<file path="config.mk">
export PLATFORM = sky130hd
export DESIGN_NAME = uart_bus_bridge_flat
export DESIGN_NICKNAME = d
export VERILOG_FILES = /design/src/rtl/uart_bus_bridge_if.sv /design/src/rtl/uart_bus_bridge.sv /design/src/flat_wrapper.sv
export SDC_FILE = /design/constraint.sdc
export NUM_CORES = 1
export LEC_CHECK = 0
export CAP_MARGIN = 0
export CELL_PAD_IN_SITES_DETAIL_PLACEMENT = 0
export CELL_PAD_IN_SITES_GLOBAL_PLACEMENT = 1
export CORE_MARGIN = 3
export CORE_UTILIZATION = 47
export CTS_CLUSTER_SIZE = 40
export DETAILED_ROUTE_END_ITERATION = 16
export HOLD_SLACK_MARGIN = 0.1
export PLACE_DENSITY = 0.82
export SLEW_MARGIN = 10
export SYNTH_ARGS = -nofsm -noshare
export SYNTH_HDL_FRONTEND = slang
export SYNTH_SLANG_ARGS = --single-unit
export TNS_END_PERCENT = 50
</file>
<file path="constraint.sdc">
create_clock -name clk -period 3 [get_ports clk]
set_input_delay 0.6 -clock clk [delete_from_list [all_inputs] [get_ports clk]]
set_output_delay 0.6 -clock clk [all_outputs]
set_load 0.01 [all_outputs]
</file>
<file path="src/rtl/uart_bus_bridge_if.sv">
// Peripheral bus seen from the bridge: strobes, address and write data go out,
// read data comes back from the selected peripheral.
interface uart_bus_bridge_if;
  logic        cs;
  logic        rd;
  logic        wr;
  logic [3:0]  addr;
  logic [15:0] wdata;
  logic [15:0] rdata;

  modport master (output cs, rd, wr, addr, wdata, input rdata);
  modport slave  (input cs, rd, wr, addr, wdata, output rdata);
endinterface

</file>
<file path="src/rtl/uart_bus_bridge.sv">
// UART command bridge: 8N1 packets on ser_rx become single bus reads/writes,
// and the acknowledge or read data is returned on ser_tx.
module uart_bus_bridge #(
  parameter int CLKS_PER_BIT = 434,
  parameter int TIMEOUT_BITS = 20
) (
  input  logic                   clk,
  input  logic                   rst,
  input  logic                   ser_rx,
  output logic                   ser_tx,
  uart_bus_bridge_if.master      bus,
  output logic                   busy,
  output logic                   err
);

  localparam int CNT_W    = $clog2(CLKS_PER_BIT);
  localparam int TO_LIMIT = TIMEOUT_BITS * CLKS_PER_BIT;
  localparam int TO_W     = $clog2(TO_LIMIT + 1);
  localparam logic [CNT_W-1:0] BIT_LAST  = CNT_W'(CLKS_PER_BIT - 1);
  localparam logic [CNT_W-1:0] HALF_LAST = CNT_W'(CLKS_PER_BIT / 2 - 1);
  localparam logic [TO_W-1:0]  TO_MAX    = TO_W'(TO_LIMIT);

  typedef enum logic [1:0] {RX_IDLE, RX_START, RX_DATA, RX_STOP} rx_state_t;
  typedef enum logic [3:0] {
    ST_IDLE, ST_GET_ADDR_W, ST_GET_DHI, ST_GET_DLO, ST_BUS_WR,
    ST_GET_ADDR_R, ST_BUS_RD1, ST_BUS_RD2, ST_SEND
  } state_t;

  logic [1:0]       sync_reg;
  logic             rx_prev_reg;
  rx_state_t        rx_state_reg;
  logic [CNT_W-1:0] rx_cnt_reg;
  logic [2:0]       rx_bit_reg;
  logic [7:0]       rx_shift_reg;
  logic [7:0]       rx_byte_reg;
  logic             rx_valid_reg;
  logic             rx_ferr_reg;

  state_t           state_reg;
  logic [TO_W-1:0]  to_cnt_reg;
  logic [3:0]       pkt_addr_reg;
  logic [7:0]       pkt_dhi_reg;
  logic             cs_reg, rd_reg, wr_reg;
  logic [3:0]       addr_reg;
  logic [15:0]      wdata_reg;
  logic             err_reg;
  logic             ser_tx_reg;
  logic [15:0]      tx_q_reg;      // response bytes, next one in [15:8]
  logic [1:0]       tx_left_reg;
  logic             tx_active_reg;
  logic [CNT_W-1:0] tx_cnt_reg;
  logic [3:0]       tx_bit_reg;
  logic [8:0]       tx_shift_reg;
  logic             discard_phase;

  assign bus.cs    = cs_reg;
  assign bus.rd    = rd_reg;
  assign bus.wr    = wr_reg;
  assign bus.addr  = addr_reg;
  assign bus.wdata = wdata_reg;
  assign ser_tx    = ser_tx_reg;
  assign err       = err_reg;
  assign busy      = (state_reg != ST_IDLE);
  // Bytes landing while a bus cycle or response is in flight are thrown away.
  assign discard_phase = state_reg inside {ST_BUS_WR, ST_BUS_RD1, ST_BUS_RD2, ST_SEND};

  // Bring ser_rx into the clock domain; reset to idle-high so no false start.
  always_ff @(posedge clk or negedge rst) begin
    if (!rst) sync_reg <= 2'b11;
    else      sync_reg <= {sync_reg[0], ser_rx};
  end

  // Receiver: falling edge, mid-bit start re-check, 8 data bits LSB first, stop check.
  always_ff @(posedge clk or negedge rst) begin
    if (!rst) begin
      rx_prev_reg  <= 1'b1;
      rx_state_reg <= RX_IDLE;
      rx_cnt_reg   <= '0;
      rx_bit_reg   <= '0;
      rx_shift_reg <= '0;
      rx_byte_reg  <= '0;
      rx_valid_reg <= 1'b0;
      rx_ferr_reg  <= 1'b0;
    end else begin
      rx_prev_reg  <= sync_reg[1];
      rx_valid_reg <= 1'b0;
      rx_ferr_reg  <= 1'b0;
      case (rx_state_reg)
        RX_IDLE: begin
          rx_cnt_reg <= '0;
          if (rx_prev_reg && !sync_reg[1]) rx_state_reg <= RX_START;
        end
        RX_START: begin
          if (rx_cnt_reg == HALF_LAST) begin
            rx_cnt_reg   <= '0;
            rx_bit_reg   <= '0;
            rx_state_reg <= sync_reg[1] ? RX_IDLE : RX_DATA;  // high here = glitch
          end else begin
            rx_cnt_reg <= rx_cnt_reg + CNT_W'(1);
          end
        end
        RX_DATA: begin
          if (rx_cnt_reg == BIT_LAST) begin
            rx_cnt_reg   <= '0;
            rx_shift_reg <= {sync_reg[1], rx_shift_reg[7:1]};
            rx_bit_reg   <= rx_bit_reg + 3'd1;
            if (rx_bit_reg == 3'd7) rx_state_reg <= RX_STOP;
          end else begin
            rx_cnt_reg <= rx_cnt_reg + CNT_W'(1);
          end
        end
        default: begin
          if (rx_cnt_reg == BIT_LAST) begin
            rx_cnt_reg   <= '0;
            rx_state_reg <= RX_IDLE;
            if (sync_reg[1]) begin
              rx_byte_reg  <= rx_shift_reg;
              rx_valid_reg <= 1'b1;
            end else begin
              rx_ferr_reg  <= 1'b1;
            end
          end else begin
            rx_cnt_reg <= rx_cnt_reg + CNT_W'(1);
          end
        end
      endcase
    end
  end

  // Command FSM with bus strobes and the response transmitter, all registered.
  always_ff @(posedge clk or negedge rst) begin
    if (!rst) begin
      state_reg     <= ST_IDLE;
      to_cnt_reg    <= '0;
      pkt_addr_reg  <= '0;
      pkt_dhi_reg   <= '0;
      cs_reg        <= 1'b0;
      rd_reg        <= 1'b0;
      wr_reg        <= 1'b0;
      addr_reg      <= '0;
      wdata_reg     <= '0;
      err_reg       <= 1'b0;
      ser_tx_reg    <= 1'b1;
      tx_q_reg      <= '0;
      tx_left_reg   <= '0;
      tx_active_reg <= 1'b0;
      tx_cnt_reg    <= '0;
      tx_bit_reg    <= '0;
      tx_shift_reg  <= '1;
    end else begin
      err_reg <= rx_ferr_reg;
      case (state_reg)
        ST_IDLE: begin
          to_cnt_reg <= '0;
          if (rx_valid_reg) begin
            if (rx_byte_reg == 8'h57) begin
              state_reg <= ST_GET_ADDR_W;
            end else if (rx_byte_reg == 8'h52) begin
              state_reg <= ST_GET_ADDR_R;
            end else begin
              tx_q_reg    <= {8'h3F, 8'h00};
              tx_left_reg <= 2'd1;
              err_reg     <= 1'b1;
              state_reg   <= ST_SEND;
            end
          end
        end
        ST_GET_ADDR_W, ST_GET_DHI, ST_GET_DLO, ST_GET_ADDR_R: begin
          to_cnt_reg <= to_cnt_reg + TO_W'(1);
          if (rx_valid_reg) begin
            to_cnt_reg <= '0;
            case (state_reg)
              ST_GET_ADDR_W: begin
                pkt_addr_reg <= rx_byte_reg[3:0];
                state_reg    <= ST_GET_DHI;
              end
              ST_GET_DHI: begin
                pkt_dhi_reg <= rx_byte_reg;
                state_reg   <= ST_GET_DLO;
              end
              ST_GET_DLO: begin
                addr_reg  <= pkt_addr_reg;
                wdata_reg <= {pkt_dhi_reg, rx_byte_reg};
                cs_reg    <= 1'b1;
                wr_reg    <= 1'b1;
                state_reg <= ST_BUS_WR;
              end
              default: begin
                addr_reg  <= rx_byte_reg[3:0];
                cs_reg    <= 1'b1;
                rd_reg    <= 1'b1;
                state_reg <= ST_BUS_RD1;
              end
            endcase
          end else if (rx_ferr_reg || to_cnt_reg == TO_MAX) begin
            err_reg   <= 1'b1;
            state_reg <= ST_IDLE;
          end
        end
        ST_BUS_WR: begin
          cs_reg      <= 1'b0;
          wr_reg      <= 1'b0;
          tx_q_reg    <= {8'h4B, 8'h00};
          tx_left_reg <= 2'd1;
          state_reg   <= ST_SEND;
        end
        ST_BUS_RD1: state_reg <= ST_BUS_RD2;
        ST_BUS_RD2: begin
          cs_reg      <= 1'b0;
          rd_reg      <= 1'b0;
          tx_q_reg    <= bus.rdata;   // doubles as the read-data holding register
          tx_left_reg <= 2'd2;
          state_reg   <= ST_SEND;
        end
        ST_SEND: begin
          if (!tx_active_reg || (tx_cnt_reg == BIT_LAST && tx_bit_reg == 4'd9)) begin
            if (tx_active_reg && tx_left_reg == 2'd0) begin
              tx_active_reg <= 1'b0;
              state_reg     <= ST_IDLE;
            end else begin
              // Start bit of the next queued byte, straight after the previous stop bit.
              ser_tx_reg    <= 1'b0;
              tx_shift_reg  <= {1'b1, tx_q_reg[15:8]};
              tx_q_reg      <= {tx_q_reg[7:0], 8'h00};
              tx_left_reg   <= tx_left_reg - 2'd1;
              tx_active_reg <= 1'b1;
              tx_cnt_reg    <= '0;
              tx_bit_reg    <= '0;
            end
          end else if (tx_cnt_reg == BIT_LAST) begin
            tx_cnt_reg   <= '0;
            ser_tx_reg   <= tx_shift_reg[0];
            tx_shift_reg <= {1'b1, tx_shift_reg[8:1]};
            tx_bit_reg   <= tx_bit_reg + 4'd1;
          end else begin
            tx_cnt_reg <= tx_cnt_reg + CNT_W'(1);
          end
        end
        default: state_reg <= ST_IDLE;
      endcase
      if (rx_valid_reg && discard_phase) err_reg <= 1'b1;
    end
  end

endmodule

</file>
<file path="src/flat_wrapper.sv">
// flat-port wrapper written by rule: the top's interface ports become plain ports
module uart_bus_bridge_flat 
#(
  parameter int CLKS_PER_BIT = 434,
  parameter int TIMEOUT_BITS = 20
)
  (clk, rst, ser_rx, ser_tx, busy, err, bus_cs, bus_rd, bus_wr, bus_addr, bus_wdata, bus_rdata);
  uart_bus_bridge_if bus_i ();
  input  logic clk;
  input  logic rst;
  input  logic ser_rx;
  output logic ser_tx;
  output logic busy;
  output logic err;
  output wire logic [$bits(bus_i.cs)-1:0] bus_cs;
  output wire logic [$bits(bus_i.rd)-1:0] bus_rd;
  output wire logic [$bits(bus_i.wr)-1:0] bus_wr;
  output wire logic [$bits(bus_i.addr)-1:0] bus_addr;
  output wire logic [$bits(bus_i.wdata)-1:0] bus_wdata;
  input wire logic [$bits(bus_i.rdata)-1:0] bus_rdata;
  assign bus_cs = bus_i.cs;
  assign bus_rd = bus_i.rd;
  assign bus_wr = bus_i.wr;
  assign bus_addr = bus_i.addr;
  assign bus_wdata = bus_i.wdata;
  assign bus_i.rdata = bus_rdata;
  uart_bus_bridge #(.CLKS_PER_BIT(CLKS_PER_BIT), .TIMEOUT_BITS(TIMEOUT_BITS)) u_core (.clk(clk), .rst(rst), .ser_rx(ser_rx), .ser_tx(ser_tx), .bus(bus_i), .busy(busy), .err(err));
endmodule
</file>
==> impl_results.md <==
- Detailed-router iteration count before antenna repair: 4
- Simple-gate share of the synthesized area: 14.6%
- Post-synthesis mux area share: 10.4%
- Unique masters post-synth: 58
- Clk_skew: 0.0107 ns
- Vias/cell: 5.48
- N_diodes: 0
- First-pass GRT wire length: 22600 um
- Post-Syn Instances: 570
- Run status: finished, final reports clean
- Met3 wire len: 415 um
- Post-layout minimum cycle time: 2.76 ns
- Sink Count: 130
- Iteration-0 DRC Markers: 376
- Placeable core area: 12700 um2
- Syn_nets: 605
- Area leader, netlist: dfrtp_1
- Synth async-reset ratio: 100%
- Via Count: 4418
- Reg clk slew, reported paths: 0.06 ns
- Startpoint Class: flip-flop
- Layout Utilization: 58.7%
- Setup violators final: 0
- Number of synthesized register bits: 130
- Adder-cell share of the synthesized area: 3.25%
- PortBufs: 44
- Share of layout cells above drive strength 1: 18.3%
- Vias in the first global route: 4527
- Routed Antenna Nets: 0
- Critical path class: flip-flop to output pin
- Max_slew headroom: 48.5%
- Static leakage: 0.00335 uW
- Clk Latency, worst-skew pair: 0.42 ns
- CTS Root Cell: clkbuf_16
- Post-synth top flop: dfrtp_1
- Combinational family with the most area after synthesis: simple AND/OR/NAND/NOR gates
- Final Cycle Share: 92.0%
- FF-to-FF setup slack: 0.52 ns
- RSZ-0062 raised after global routing: false
- WL/cell: 16.0 um
- Worst hold margin: 0.263 ns
- Crit path max fanout: 14
- Worst path required time: 2.40 ns
- Inserted Clock Buffers: 17
- Cell Rows: 41
- Multi-input logic area: 2730 um2
- Final TNS setup: 0 ns
- Fillers: 1085
- Final nets: 656
- Worst vdd ir: 0.000380 V
- Die area: 14500 um2
- Top routing layer in use: met4
- Hold WC Path Type: primary input to asynchronous set/reset pin
- Final hold violation count: 0
- Total area of sequential cells: 3270 um2
- Area share of the largest cell type after synthesis: 48.0%
- CP arrival: 2.16 ns
- Aggregate global routing overflow: 0
- Most frequent cell after synthesis: dfrtp_1
- GRT Total Usage: 19.3%
- CTS H-tree depth: 4
- TritonCTS clock tree: built
- Largest net degree at the start of global routing: 58
- Synthesized-area fraction occupied by xor and xnor cells: 1.85%
- Fmax: 362 MHz
- Number of flops mapped to enable cells by yosys: 0
- Met2 WL post-DR: 6370 um
- Register area share after synthesis: 53.1%
- Placer Congestion: 0.797
- Slew Limit Fails: 0
- Synth Area in Compound Gates: 13.9%
- # IOs: 45
- Synth Warn #: 0
- Max Buffers Root-to-Sink: 2
- Slew @ Worst Pin: 0.772 ns
- Synth top cells by count: 118 x dfrtp_1, 60 x nand2_1, 47 x mux2_2
- Avg Synthesized Cell Area: 10.8 um2
- Initial core utilization: 48.4%
- Synth top area cells: dfrtp_1 48%, mux2_2 8.6%, dfstp_2 5.1%
- Synth Cell Area: 6150 um2
- Layout overhead on the synthesized area: 21.3%
- Wirelength, routed: 12900 um
- Initial antenna violation count: 0
- Wl on met1: 5980 um
- Die width: 120 um
- Power density cells: 579 nW/um2
- DRC viols: 0
- Worst setup EP type: output pin
- DP Wirelength: 8730 um
- Max_cap viols: 0
- DIE HEIGHT: 120 um
[timing repair]
action,4_1_cts,5_1_grt
setup endpoints to repair,0,1
hold buffers,0,0
resized for setup,0,1
setup buffers,0,0
[metal layers]
metal / GRT usage [%] / up-vias
li1: - / 2150
met5: 0 / -
met3: 4.82 / 9
met1: 25.8 / 2186
met4: 6.23 / 0
met2: 31.2 / 73
[report_power, final]
group          internal (uW)  switching [uW]  total (uW)
Sequential              1790            42.0        1830
Clock                   1440             769        2210
Combinational            107             174         281
[worst max-delay path, stage by stage (launching register included)]
cell and delay [ns]:
dfrtp_1 0.56, nor4_2 0.53, inv_1 0.15, clkdlybuf4s50_1 0.51
[cell usage in the layout (no fill, tap or decap), types with 3 or more instances in the layout]
master,Yosys,routed
clkbuf_16,0,17
a31oi_1,5,5
nand4_1,11,11
and3_1,7,7
ha_1,16,16
inv_1,17,17
o21ai_1,22,22
nor2b_1,4,4
nor4_1,4,3
xnor2_1,6,6
o31ai_1,9,9
mux2_2,47,47
o21ai_0,40,40
a21oi_1,19,19
nand3_1,22,22
clkdlybuf4s50_1,0,43
dfstp_2,12,12
a22oi_1,3,3
dfrtp_1,118,118
xor2_1,7,7
nand2b_1,6,6
clkinvlp_4,0,4
nor2_1,37,37
a22o_1,12,12
bufinv_16,0,4
mux2i_1,11,11
nor3_1,9,9
buf_4,0,11
a21o_1,4,4
o41ai_1,4,4
nand2_1,60,60
[final cells by class]
type	instances	share of cell area [%]
sequential	130	43.8
multi-input combinational	399	36.5
timing repair buffer	56	7.41
clock buffer	21	6.17
tap	172	2.88
clock inverter	11	2.36
inverter	17	0.855
[metrics by stage]
step | worst slack (ns) | cell area, um2 | cells | power [uW]
after floorplan | 0.932 | 6150 | 570 | 2030
after global placement | 0.609 | 6820 | 774 | 2140
after detailed placement | 0.554 | 6820 | 774 | 2150
after CTS | 0.152 | 7460 | 806 | 4370
after global routing | 0.0298 | 7460 | 806 | 4500
final | 0.240 | 7460 | 806 | 4320
[path summary, 6_finish.rpt]
check,start,end,depth (start not counted)
setup reg to reg,u_core.tx_cnt_reg[3]$_DFFE_PN0P_,u_core.state_reg[0]$_DFFE_PN0P_,5
hold reg to reg,u_core.sync_reg[0]$_DFF_PN1_,u_core.sync_reg[1]$_DFF_PN1_,0
min in group clk,u_core.sync_reg[0]$_DFF_PN1_,u_core.sync_reg[1]$_DFF_PN1_,0
max in group asynchronous,rst,u_core.tx_shift_reg[6]$_DFFE_PN1P_,2
hold / removal,rst,u_core.tx_bit_reg[0]$_DFFE_PN0P_,1
setup / recovery,u_core.state_reg[0]$_DFFE_PN0P_,busy,3
[logic make-up after synthesis]
family          count (synthesis)
flops                         130
xor+xnor                       13
fa+ha+maj                      16
compound gates                132
simple gates                  180
mux                            58
buf+inv                        41
Power figures use the tool's default switching activity.
